$ cat src/rtl/decode_issue_stage_if.sv
// Decode/issue stage bus bundle.
// Groups the decode-side handshake and operand inputs, the forwarding
// sources, the execute-side handshake with its registered payload, and the
// hazard-stall counter.
//   slave  : view used by decode_issue_stage (consumes id_*/fwd_*, drives ex_*)
//   master : view used by the surrounding pipeline / testbench
interface decode_issue_stage_if #(
    parameter int unsigned XLEN  = 32,
    parameter int unsigned NSRC  = 3,
    parameter int unsigned CW_W  = 28,
    parameter int unsigned CNT_W = 16
) ();
    logic                   flush;

    // Decode side
    logic                   id_valid;
    logic                   id_ready;
    logic [4:0]             id_rs1;
    logic [4:0]             id_rs2;
    logic                   id_use_rs1;
    logic                   id_use_rs2;
    logic [XLEN-1:0]        id_rs1_val;
    logic [XLEN-1:0]        id_rs2_val;
    logic [CW_W-1:0]        id_cw;
    logic [XLEN-1:0]        id_imm;
    logic [XLEN-1:0]        id_pc;

    // Forwarding sources, index 0 youngest
    logic [NSRC-1:0]        fwd_we;
    logic [NSRC-1:0]        fwd_pend;
    logic [5*NSRC-1:0]      fwd_rd;
    logic [XLEN*NSRC-1:0]   fwd_data;

    // Execute side
    logic                   ex_valid;
    logic                   ex_ready;
    logic [XLEN-1:0]        ex_rs1_val;
    logic [XLEN-1:0]        ex_rs2_val;
    logic [XLEN-1:0]        ex_imm;
    logic [XLEN-1:0]        ex_pc;
    logic [CW_W-1:0]        ex_cw;

    logic [CNT_W-1:0]       stall_cnt;

    modport slave (
        input  flush,
        input  id_valid, id_rs1, id_rs2, id_use_rs1, id_use_rs2,
        input  id_rs1_val, id_rs2_val, id_cw, id_imm, id_pc,
        input  fwd_we, fwd_pend, fwd_rd, fwd_data,
        input  ex_ready,
        output id_ready,
        output ex_valid, ex_rs1_val, ex_rs2_val, ex_imm, ex_pc, ex_cw,
        output stall_cnt
    );

    modport master (
        output flush,
        output id_valid, id_rs1, id_rs2, id_use_rs1, id_use_rs2,
        output id_rs1_val, id_rs2_val, id_cw, id_imm, id_pc,
        output fwd_we, fwd_pend, fwd_rd, fwd_data,
        output ex_ready,
        input  id_ready,
        input  ex_valid, ex_rs1_val, ex_rs2_val, ex_imm, ex_pc, ex_cw,
        input  stall_cnt
    );
endinterface

$ cat src/rtl/decode_issue_stage.sv
// Decode/issue pipeline stage with operand forwarding and RAW hazard stall.
// Resolves both source operands against NSRC forwarding sources (youngest
// wins), stalls on unresolvable hazards, and holds one instruction in a
// valid/ready output register towards execute.
// Ports:
//   clk   : clock, rising edge
//   rst   : asynchronous active-high reset
//   bus   : decode_issue_stage_if.slave
//           flush, id_* handshake/operands, fwd_* sources,
//           ex_* handshake/registered payload, stall_cnt
module decode_issue_stage #(
    parameter int unsigned XLEN   = 32,
    parameter int unsigned NSRC   = 3,
    parameter int unsigned CW_W   = 28,
    parameter int unsigned FWD_EN = 1,
    parameter int unsigned CNT_W  = 16
) (
    input  logic                    clk,
    input  logic                    rst,
    decode_issue_stage_if.slave     bus
);

    localparam int unsigned RW = 5;

    typedef enum logic {
        S_EMPTY = 1'b0,
        S_FULL  = 1'b1
    } state_t;

    state_t             state_q, state_d;
    logic [XLEN-1:0]    rs1_val_q, rs1_val_d;
    logic [XLEN-1:0]    rs2_val_q, rs2_val_d;
    logic [XLEN-1:0]    imm_q, imm_d;
    logic [XLEN-1:0]    pc_q, pc_d;
    logic [CW_W-1:0]    cw_q, cw_d;
    logic [CNT_W-1:0]   stall_cnt_q, stall_cnt_d;

    logic [NSRC-1:0]    match1_c, match2_c;
    logic               hit1_c, hit2_c;
    logic               pend1_c, pend2_c;
    logic [XLEN-1:0]    fwd1_c, fwd2_c;
    logic [XLEN-1:0]    op1_c, op2_c;
    logic               hazard_c;
    logic               ex_valid_c;
    logic               id_ready_c;
    logic               load_c;

    // Per-source RAW match; register 0 is hardwired and never matches
    always_comb begin : match_p
        match1_c = '0;
        match2_c = '0;
        for (int unsigned i = 0; i < NSRC; i++) begin
            match1_c[i] = bus.fwd_we[i] && bus.id_use_rs1
                          && (bus.fwd_rd[i*RW +: RW] != '0)
                          && (bus.fwd_rd[i*RW +: RW] == bus.id_rs1);
            match2_c[i] = bus.fwd_we[i] && bus.id_use_rs2
                          && (bus.fwd_rd[i*RW +: RW] != '0)
                          && (bus.fwd_rd[i*RW +: RW] == bus.id_rs2);
        end
    end

    // Priority select: first match scanning from youngest source wins
    always_comb begin : select_p
        hit1_c  = 1'b0;
        pend1_c = 1'b0;
        fwd1_c  = '0;
        hit2_c  = 1'b0;
        pend2_c = 1'b0;
        fwd2_c  = '0;
        for (int unsigned i = 0; i < NSRC; i++) begin
            if (match1_c[i] && !hit1_c) begin
                hit1_c  = 1'b1;
                pend1_c = bus.fwd_pend[i];
                fwd1_c  = bus.fwd_data[i*XLEN +: XLEN];
            end
            if (match2_c[i] && !hit2_c) begin
                hit2_c  = 1'b1;
                pend2_c = bus.fwd_pend[i];
                fwd2_c  = bus.fwd_data[i*XLEN +: XLEN];
            end
        end
    end

    // Hazard and operand mux; without bypass every match stalls so raw data is safe
    always_comb begin : operand_p
        hazard_c = 1'b0;
        op1_c    = bus.id_rs1_val;
        op2_c    = bus.id_rs2_val;
        if (FWD_EN != 0) begin
            hazard_c = (hit1_c && pend1_c) || (hit2_c && pend2_c);
            if (hit1_c) op1_c = fwd1_c;
            if (hit2_c) op2_c = fwd2_c;
        end else begin
            hazard_c = (|match1_c) || (|match2_c);
        end
    end

    assign ex_valid_c = (state_q == S_FULL);
    assign id_ready_c = !bus.flush && !hazard_c && (!ex_valid_c || bus.ex_ready);
    assign load_c     = bus.id_valid && id_ready_c;

    // Output register occupancy and payload capture
    always_comb begin : fsm_p
        state_d   = state_q;
        rs1_val_d = rs1_val_q;
        rs2_val_d = rs2_val_q;
        imm_d     = imm_q;
        pc_d      = pc_q;
        cw_d      = cw_q;

        case (state_q)
            S_EMPTY: begin
                if (load_c) state_d = S_FULL;
            end
            S_FULL: begin
                // flush forces id_ready low, so it can never coincide with a load
                if (bus.flush)          state_d = S_EMPTY;
                else if (load_c)        state_d = S_FULL;
                else if (bus.ex_ready)  state_d = S_EMPTY;
            end
            default: state_d = S_EMPTY;
        endcase

        if (load_c) begin
            rs1_val_d = op1_c;
            rs2_val_d = op2_c;
            imm_d     = bus.id_imm;
            pc_d      = bus.id_pc;
            cw_d      = bus.id_cw;
        end
    end

    // Saturating count of cycles a valid instruction is held back by a hazard
    always_comb begin : stall_cnt_p
        stall_cnt_d = stall_cnt_q;
        if (bus.id_valid && hazard_c && !bus.flush && (stall_cnt_q != {CNT_W{1'b1}})) begin
            stall_cnt_d = stall_cnt_q + CNT_W'(1);
        end
    end

    always_ff @(posedge clk or posedge rst) begin : regs_p
        if (rst) begin
            state_q     <= S_EMPTY;
            rs1_val_q   <= '0;
            rs2_val_q   <= '0;
            imm_q       <= '0;
            pc_q        <= '0;
            cw_q        <= '0;
            stall_cnt_q <= '0;
        end else begin
            state_q     <= state_d;
            rs1_val_q   <= rs1_val_d;
            rs2_val_q   <= rs2_val_d;
            imm_q       <= imm_d;
            pc_q        <= pc_d;
            cw_q        <= cw_d;
            stall_cnt_q <= stall_cnt_d;
        end
    end

    assign bus.id_ready   = id_ready_c;
    assign bus.ex_valid   = ex_valid_c;
    assign bus.ex_rs1_val = rs1_val_q;
    assign bus.ex_rs2_val = rs2_val_q;
    assign bus.ex_imm     = imm_q;
    assign bus.ex_pc      = pc_q;
    assign bus.ex_cw      = cw_q;
    assign bus.stall_cnt  = stall_cnt_q;

endmodule

$ cat src/flat_wrapper.sv
// flat-port wrapper written by rule: the top's interface ports become plain ports
module decode_issue_stage_flat 
#(
    parameter int unsigned XLEN   = 32,
    parameter int unsigned NSRC   = 3,
    parameter int unsigned CW_W   = 28,
    parameter int unsigned FWD_EN = 1,
    parameter int unsigned CNT_W  = 16
)
  (clk, rst, bus_flush, bus_id_valid, bus_id_rs1, bus_id_rs2, bus_id_use_rs1, bus_id_use_rs2, bus_id_rs1_val, bus_id_rs2_val, bus_id_cw, bus_id_imm, bus_id_pc, bus_fwd_we, bus_fwd_pend, bus_fwd_rd, bus_fwd_data, bus_ex_ready, bus_id_ready, bus_ex_valid, bus_ex_rs1_val, bus_ex_rs2_val, bus_ex_imm, bus_ex_pc, bus_ex_cw, bus_stall_cnt);
  decode_issue_stage_if #(.XLEN(XLEN), .NSRC(NSRC), .CW_W(CW_W), .CNT_W(CNT_W)) bus_i ();
  input  logic clk;
  input  logic rst;
  input wire logic [$bits(bus_i.flush)-1:0] bus_flush;
  input wire logic [$bits(bus_i.id_valid)-1:0] bus_id_valid;
  input wire logic [$bits(bus_i.id_rs1)-1:0] bus_id_rs1;
  input wire logic [$bits(bus_i.id_rs2)-1:0] bus_id_rs2;
  input wire logic [$bits(bus_i.id_use_rs1)-1:0] bus_id_use_rs1;
  input wire logic [$bits(bus_i.id_use_rs2)-1:0] bus_id_use_rs2;
  input wire logic [$bits(bus_i.id_rs1_val)-1:0] bus_id_rs1_val;
  input wire logic [$bits(bus_i.id_rs2_val)-1:0] bus_id_rs2_val;
  input wire logic [$bits(bus_i.id_cw)-1:0] bus_id_cw;
  input wire logic [$bits(bus_i.id_imm)-1:0] bus_id_imm;
  input wire logic [$bits(bus_i.id_pc)-1:0] bus_id_pc;
  input wire logic [$bits(bus_i.fwd_we)-1:0] bus_fwd_we;
  input wire logic [$bits(bus_i.fwd_pend)-1:0] bus_fwd_pend;
  input wire logic [$bits(bus_i.fwd_rd)-1:0] bus_fwd_rd;
  input wire logic [$bits(bus_i.fwd_data)-1:0] bus_fwd_data;
  input wire logic [$bits(bus_i.ex_ready)-1:0] bus_ex_ready;
  output wire logic [$bits(bus_i.id_ready)-1:0] bus_id_ready;
  output wire logic [$bits(bus_i.ex_valid)-1:0] bus_ex_valid;
  output wire logic [$bits(bus_i.ex_rs1_val)-1:0] bus_ex_rs1_val;
  output wire logic [$bits(bus_i.ex_rs2_val)-1:0] bus_ex_rs2_val;
  output wire logic [$bits(bus_i.ex_imm)-1:0] bus_ex_imm;
  output wire logic [$bits(bus_i.ex_pc)-1:0] bus_ex_pc;
  output wire logic [$bits(bus_i.ex_cw)-1:0] bus_ex_cw;
  output wire logic [$bits(bus_i.stall_cnt)-1:0] bus_stall_cnt;
  assign bus_i.flush = bus_flush;
  assign bus_i.id_valid = bus_id_valid;
  assign bus_i.id_rs1 = bus_id_rs1;
  assign bus_i.id_rs2 = bus_id_rs2;
  assign bus_i.id_use_rs1 = bus_id_use_rs1;
  assign bus_i.id_use_rs2 = bus_id_use_rs2;
  assign bus_i.id_rs1_val = bus_id_rs1_val;
  assign bus_i.id_rs2_val = bus_id_rs2_val;
  assign bus_i.id_cw = bus_id_cw;
  assign bus_i.id_imm = bus_id_imm;
  assign bus_i.id_pc = bus_id_pc;
  assign bus_i.fwd_we = bus_fwd_we;
  assign bus_i.fwd_pend = bus_fwd_pend;
  assign bus_i.fwd_rd = bus_fwd_rd;
  assign bus_i.fwd_data = bus_fwd_data;
  assign bus_i.ex_ready = bus_ex_ready;
  assign bus_id_ready = bus_i.id_ready;
  assign bus_ex_valid = bus_i.ex_valid;
  assign bus_ex_rs1_val = bus_i.ex_rs1_val;
  assign bus_ex_rs2_val = bus_i.ex_rs2_val;
  assign bus_ex_imm = bus_i.ex_imm;
  assign bus_ex_pc = bus_i.ex_pc;
  assign bus_ex_cw = bus_i.ex_cw;
  assign bus_stall_cnt = bus_i.stall_cnt;
  decode_issue_stage #(.XLEN(XLEN), .NSRC(NSRC), .CW_W(CW_W), .FWD_EN(FWD_EN), .CNT_W(CNT_W)) u_core (.clk(clk), .rst(rst), .bus(bus_i));
endmodule
$ cat config.mk
export PLATFORM = sky130hd
export DESIGN_NAME = decode_issue_stage_flat
export DESIGN_NICKNAME = d
export VERILOG_FILES = /design/src/rtl/decode_issue_stage_if.sv /design/src/rtl/decode_issue_stage.sv /design/src/flat_wrapper.sv
export SDC_FILE = /design/constraint.sdc
export NUM_CORES = 1
export LEC_CHECK = 0
export CAP_MARGIN = 20
export CORE_AREA = 3 3 178 180
export DETAILED_ROUTE_END_ITERATION = 16
export DIE_AREA = 0 0 181 183
export SYNTH_ARGS = -nofsm -noshare
export SYNTH_HDL_FRONTEND = slang
export SYNTH_SLANG_ARGS = --single-unit
$ cat constraint.sdc
create_clock -name clk -period 7.9 [get_ports clk]
set_clock_uncertainty 0.1 [all_clocks]
set_input_delay 0.79 -clock clk [delete_from_list [all_inputs] [get_ports clk]]
set_output_delay 0.79 -clock clk [all_outputs]
set_load 0.02 [all_outputs]
==> summary.md <==
| Metric | Value |
|---|---|
| Status | finished clean |
| Sequential share of the synthesized area | 0.504 |
| Slowest CP cell | clkdlybuf4s50_1 |
| Max-cap viol count | 0 |
| Root buffer cell | clkbuf_16 |
| Vias per cell | 4.94 |
| Slew headroom | 0.256 |
| Total grt overflow | 0 |
| CP Max Fanout | just over 50 |
| TritonRoute pass-1 iters | 5 |
| Tcrit/Tclk final | 0.638 |
| # fillers | between 2,000 and 3,000 |
| Die height | 183 um |
| Clock latency on the worst-skew pair | 420 ps |
| Area grow syn2layout | 65.8% |
| Unrepaired setup endpoints after global routing | no |
| PD cells | 211 nW/um^2 |
| Post-CTS Setup Inserts | 0 |
| Num CTS Buffers | 17 |
| Maximum clock rate | between 150 and 200 MHz |
| Crit path launch type | primary input |
| Top cell by count, worst path | clkdlybuf4s50_1 |
| Setup slack, reg-to-reg | 5210 ps |
| Most frequent cell after synthesis | dfrtp_1 |
| Final min period | 5040 ps |
| Rows | 64 |
| FFs w/ async S/R, synth | 1.00 |
| Clock Path Buffers | 2 |
| First-pass GRT wire length | 53.4 mm |
| CTS Sinks | 173 |
| Endpoints failing setup | 0 |
| EDFF count, synth | 0 |
| Avg Synthesized Cell Area | 10.9 sq um |
| Clock-pin transition on the worst setup and hold timing paths | 80 ps |
| Synth top area share | 0.504 |
| Delay-heaviest family, CP | buffers and inverters |
| # DRC | 0 |
| Pin count of the biggest net entering global routing | 101 |
| Main flop type after synthesis | dfrtp_1 |
| GRT Overall Usage | 0.212 |
| Area of the multi-input gates | 4000 sq um |
| Drt initial violations | 361 |
| Vias in the first global route | 8,393 |
| TNS Setup | 0 ps |
| Final WL | 36.3 mm |
| P_leak | 0.00585 uW |
| Mapped Cells | 790 |
| CTS tree | done |
| Nets | around 1,500 |
| Hold Slack | 382 ps |
| Storage cell area | 4330 sq um |
| Worst path bufs/invs | 3 |
| Core Footprint | 30,300 sq um |
| CP arrival | 4150 ps |
| Chip Width | 181 um |
| HP Class | flop to flop |
| Synthesized area | 8580 sq um |
| Routed Antenna Nets | 0 |
| Routability cong. | 0.888 |
| Area contributors post-synth | dfrtp_1 (50%), mux2_2 (11%), a221oi_1 (4.0%) |
| Fraction of layout cells with a size suffix above 1 | 0.125 |
| Register bit count reported by yosys | 173 |
| Slew Limit Fails | 0 |
| Final Hold Viols | 0 |
| Initial antenna violation count | 5 |
| Synth warnings | 0 |
| Yosys cell types | 49 |
| Slowest stage delay, CP | between 600 and 700 ps |
| Cell taking the most area after synthesis | dfrtp_1 |
| Die area | 33,100 sq um |
| Crit Path Category | primary input to primary output |
| Crit-path cells | clkdlybuf4s50_1, xor2_1, nor4_1, and4_2, buf_4, o22ai_2, a21oi_4, nand3_1, nor2_1, clkdlybuf4s50_1 |
| H-tree levels | 4 |
| Initial core utilization | 0.283 |
| Port bufs | 463 |
| Wire length per cell | 22.1 um |
| Top cells by count, synth | dfrtp_1 (173), nand2_1 (84), mux2_2 (82) |
| Worst slew pin tran | 1120 ps |
| Syn nets | 1,081 |
| Vias | just over 8,000 |
| Peak VDD IR | 0.000158 V |
| Hold Buf Count CTS | 0 |
| Post-cts sizing count | 0 |
| I/O pin total | 464 |
| Worst Setup End Kind | primary output |
| Detailed placement HPWL | 28.1 mm |
| Required @ worst endpoint | 7010 ps |
## per-layer routing
layer / part of all wire / GRT usage
met1: 0.40 / 0.252
met2: 0.50 / 0.364
met3: 0.078 / 0.0686
met4: 0.025 / 0.0719
met5: 0.00036 / 0
## final timing paths
kind | cells after the start | start | to
max in group asynchronous | 3 | rst | u_core.bus.ex_pc[4]$_DFFE_PP0P_
min in group asynchronous | 2 | rst | u_core.bus.ex_cw[27]$_DFFE_PP0P_
hold reg to reg | 2 | u_core.bus.ex_rs1_val[23]$_DFFE_PP0P_ | u_core.bus.ex_rs1_val[23]$_DFFE_PP0P_
setup / recovery | 10 | bus_id_rs1[0] | bus_id_ready
hold / removal | 2 | u_core.bus.ex_rs1_val[23]$_DFFE_PP0P_ | u_core.bus.ex_rs1_val[23]$_DFFE_PP0P_
setup reg to reg | 8 | u_core.bus.stall_cnt[0]$_DFFE_PP0P_ | u_core.bus.stall_cnt[1]$_DFFE_PP0P_
## power breakdown
part	leakage (uW)	switching, uW	internal, uW
Combinational	0.00346	471	537
Sequential	0.00211	88.8	1050
Clock	0.000279	424	432
Total	0.00585	984	2010
## through the flow
| step | std cells | worst slack (ps) | util | instance area [sq um] | power (uW) |
|---|---|---|---|---|---|
| floorplan | 790 | 2320 | - | 8580 | 1580 |
| global placement | 1605 | 2360 | 0.447 | 13600 | 2160 |
| detailed placement | 1606 | 2370 | 0.448 | 13600 | 2170 |
| CTS | 1638 | 2820 | 0.468 | 14200 | 3040 |
| global route | 1643 | 2640 | 0.469 | 14200 | 3140 |
| finish | 1643 | 2860 | 0.469 | 14200 | 3000 |
## placed cells by master (no fill, tap or decap), types with 3 or more instances in the layout
cell type,synthesis,layout
nor2_1,65,65
inv_6,0,4
nor4_1,4,4
and3_1,3,3
clkinv_8,0,3
buf_4,2,13
a211oi_1,19,19
o221ai_1,5,5
nand3_1,8,8
nand2_1,84,84
clkbuf_16,0,17
dfrtp_1,173,173
a21oi_1,21,21
xor2_1,20,20
mux2i_1,19,19
a22oi_1,40,40
diode_2,0,4
a221oi_1,39,39
o21ai_0,63,63
nand4_1,7,7
o21ai_2,3,3
nor3_1,5,3
clkdlybuf4s50_1,0,463
xnor2_1,25,25
o22ai_1,5,5
mux2_4,11,11
inv_8,0,4
mux2_2,82,82
## cell families after synthesis
| family | share of synthesized area |
|---|---|
| flops | 0.504 |
| xor+xnor | 0.0459 |
| mux | 0.149 |
| simple gates | 0.104 |
| fa+ha+maj | 0.00146 |
| buf+inv | 0.0325 |
| compound gates | 0.163 |
## sequential cells by signal (all words and copies together), names as in the netlist
name	cells
u_core.bus.ex_imm	32
u_core.bus.ex_pc	32
u_core.bus.ex_rs1_val	32
u_core.bus.ex_rs2_val	32
u_core.bus.ex_cw	28
u_core.bus.stall_cnt	16
u_core.bus.ex_valid	1
## worst min-delay path, stage by stage (launching register included)
cell and delay [ps]:
dfrtp_1 350, nand2_1 50, o21ai_0 60
## area by class of cell
class | count | area share
Antenna cell | 4 | 0.000704
Clock buffer | 19 | 0.0311
Clock inverter | 13 | 0.00994
Inverter | 3 | 0.00132
Multi-Input combinational cell | 557 | 0.281
Sequential cell | 173 | 0.304
Tap cell | 396 | 0.0348
Timing Repair Buffer | 478 | 0.336
(Power assumes the default switching activity.)
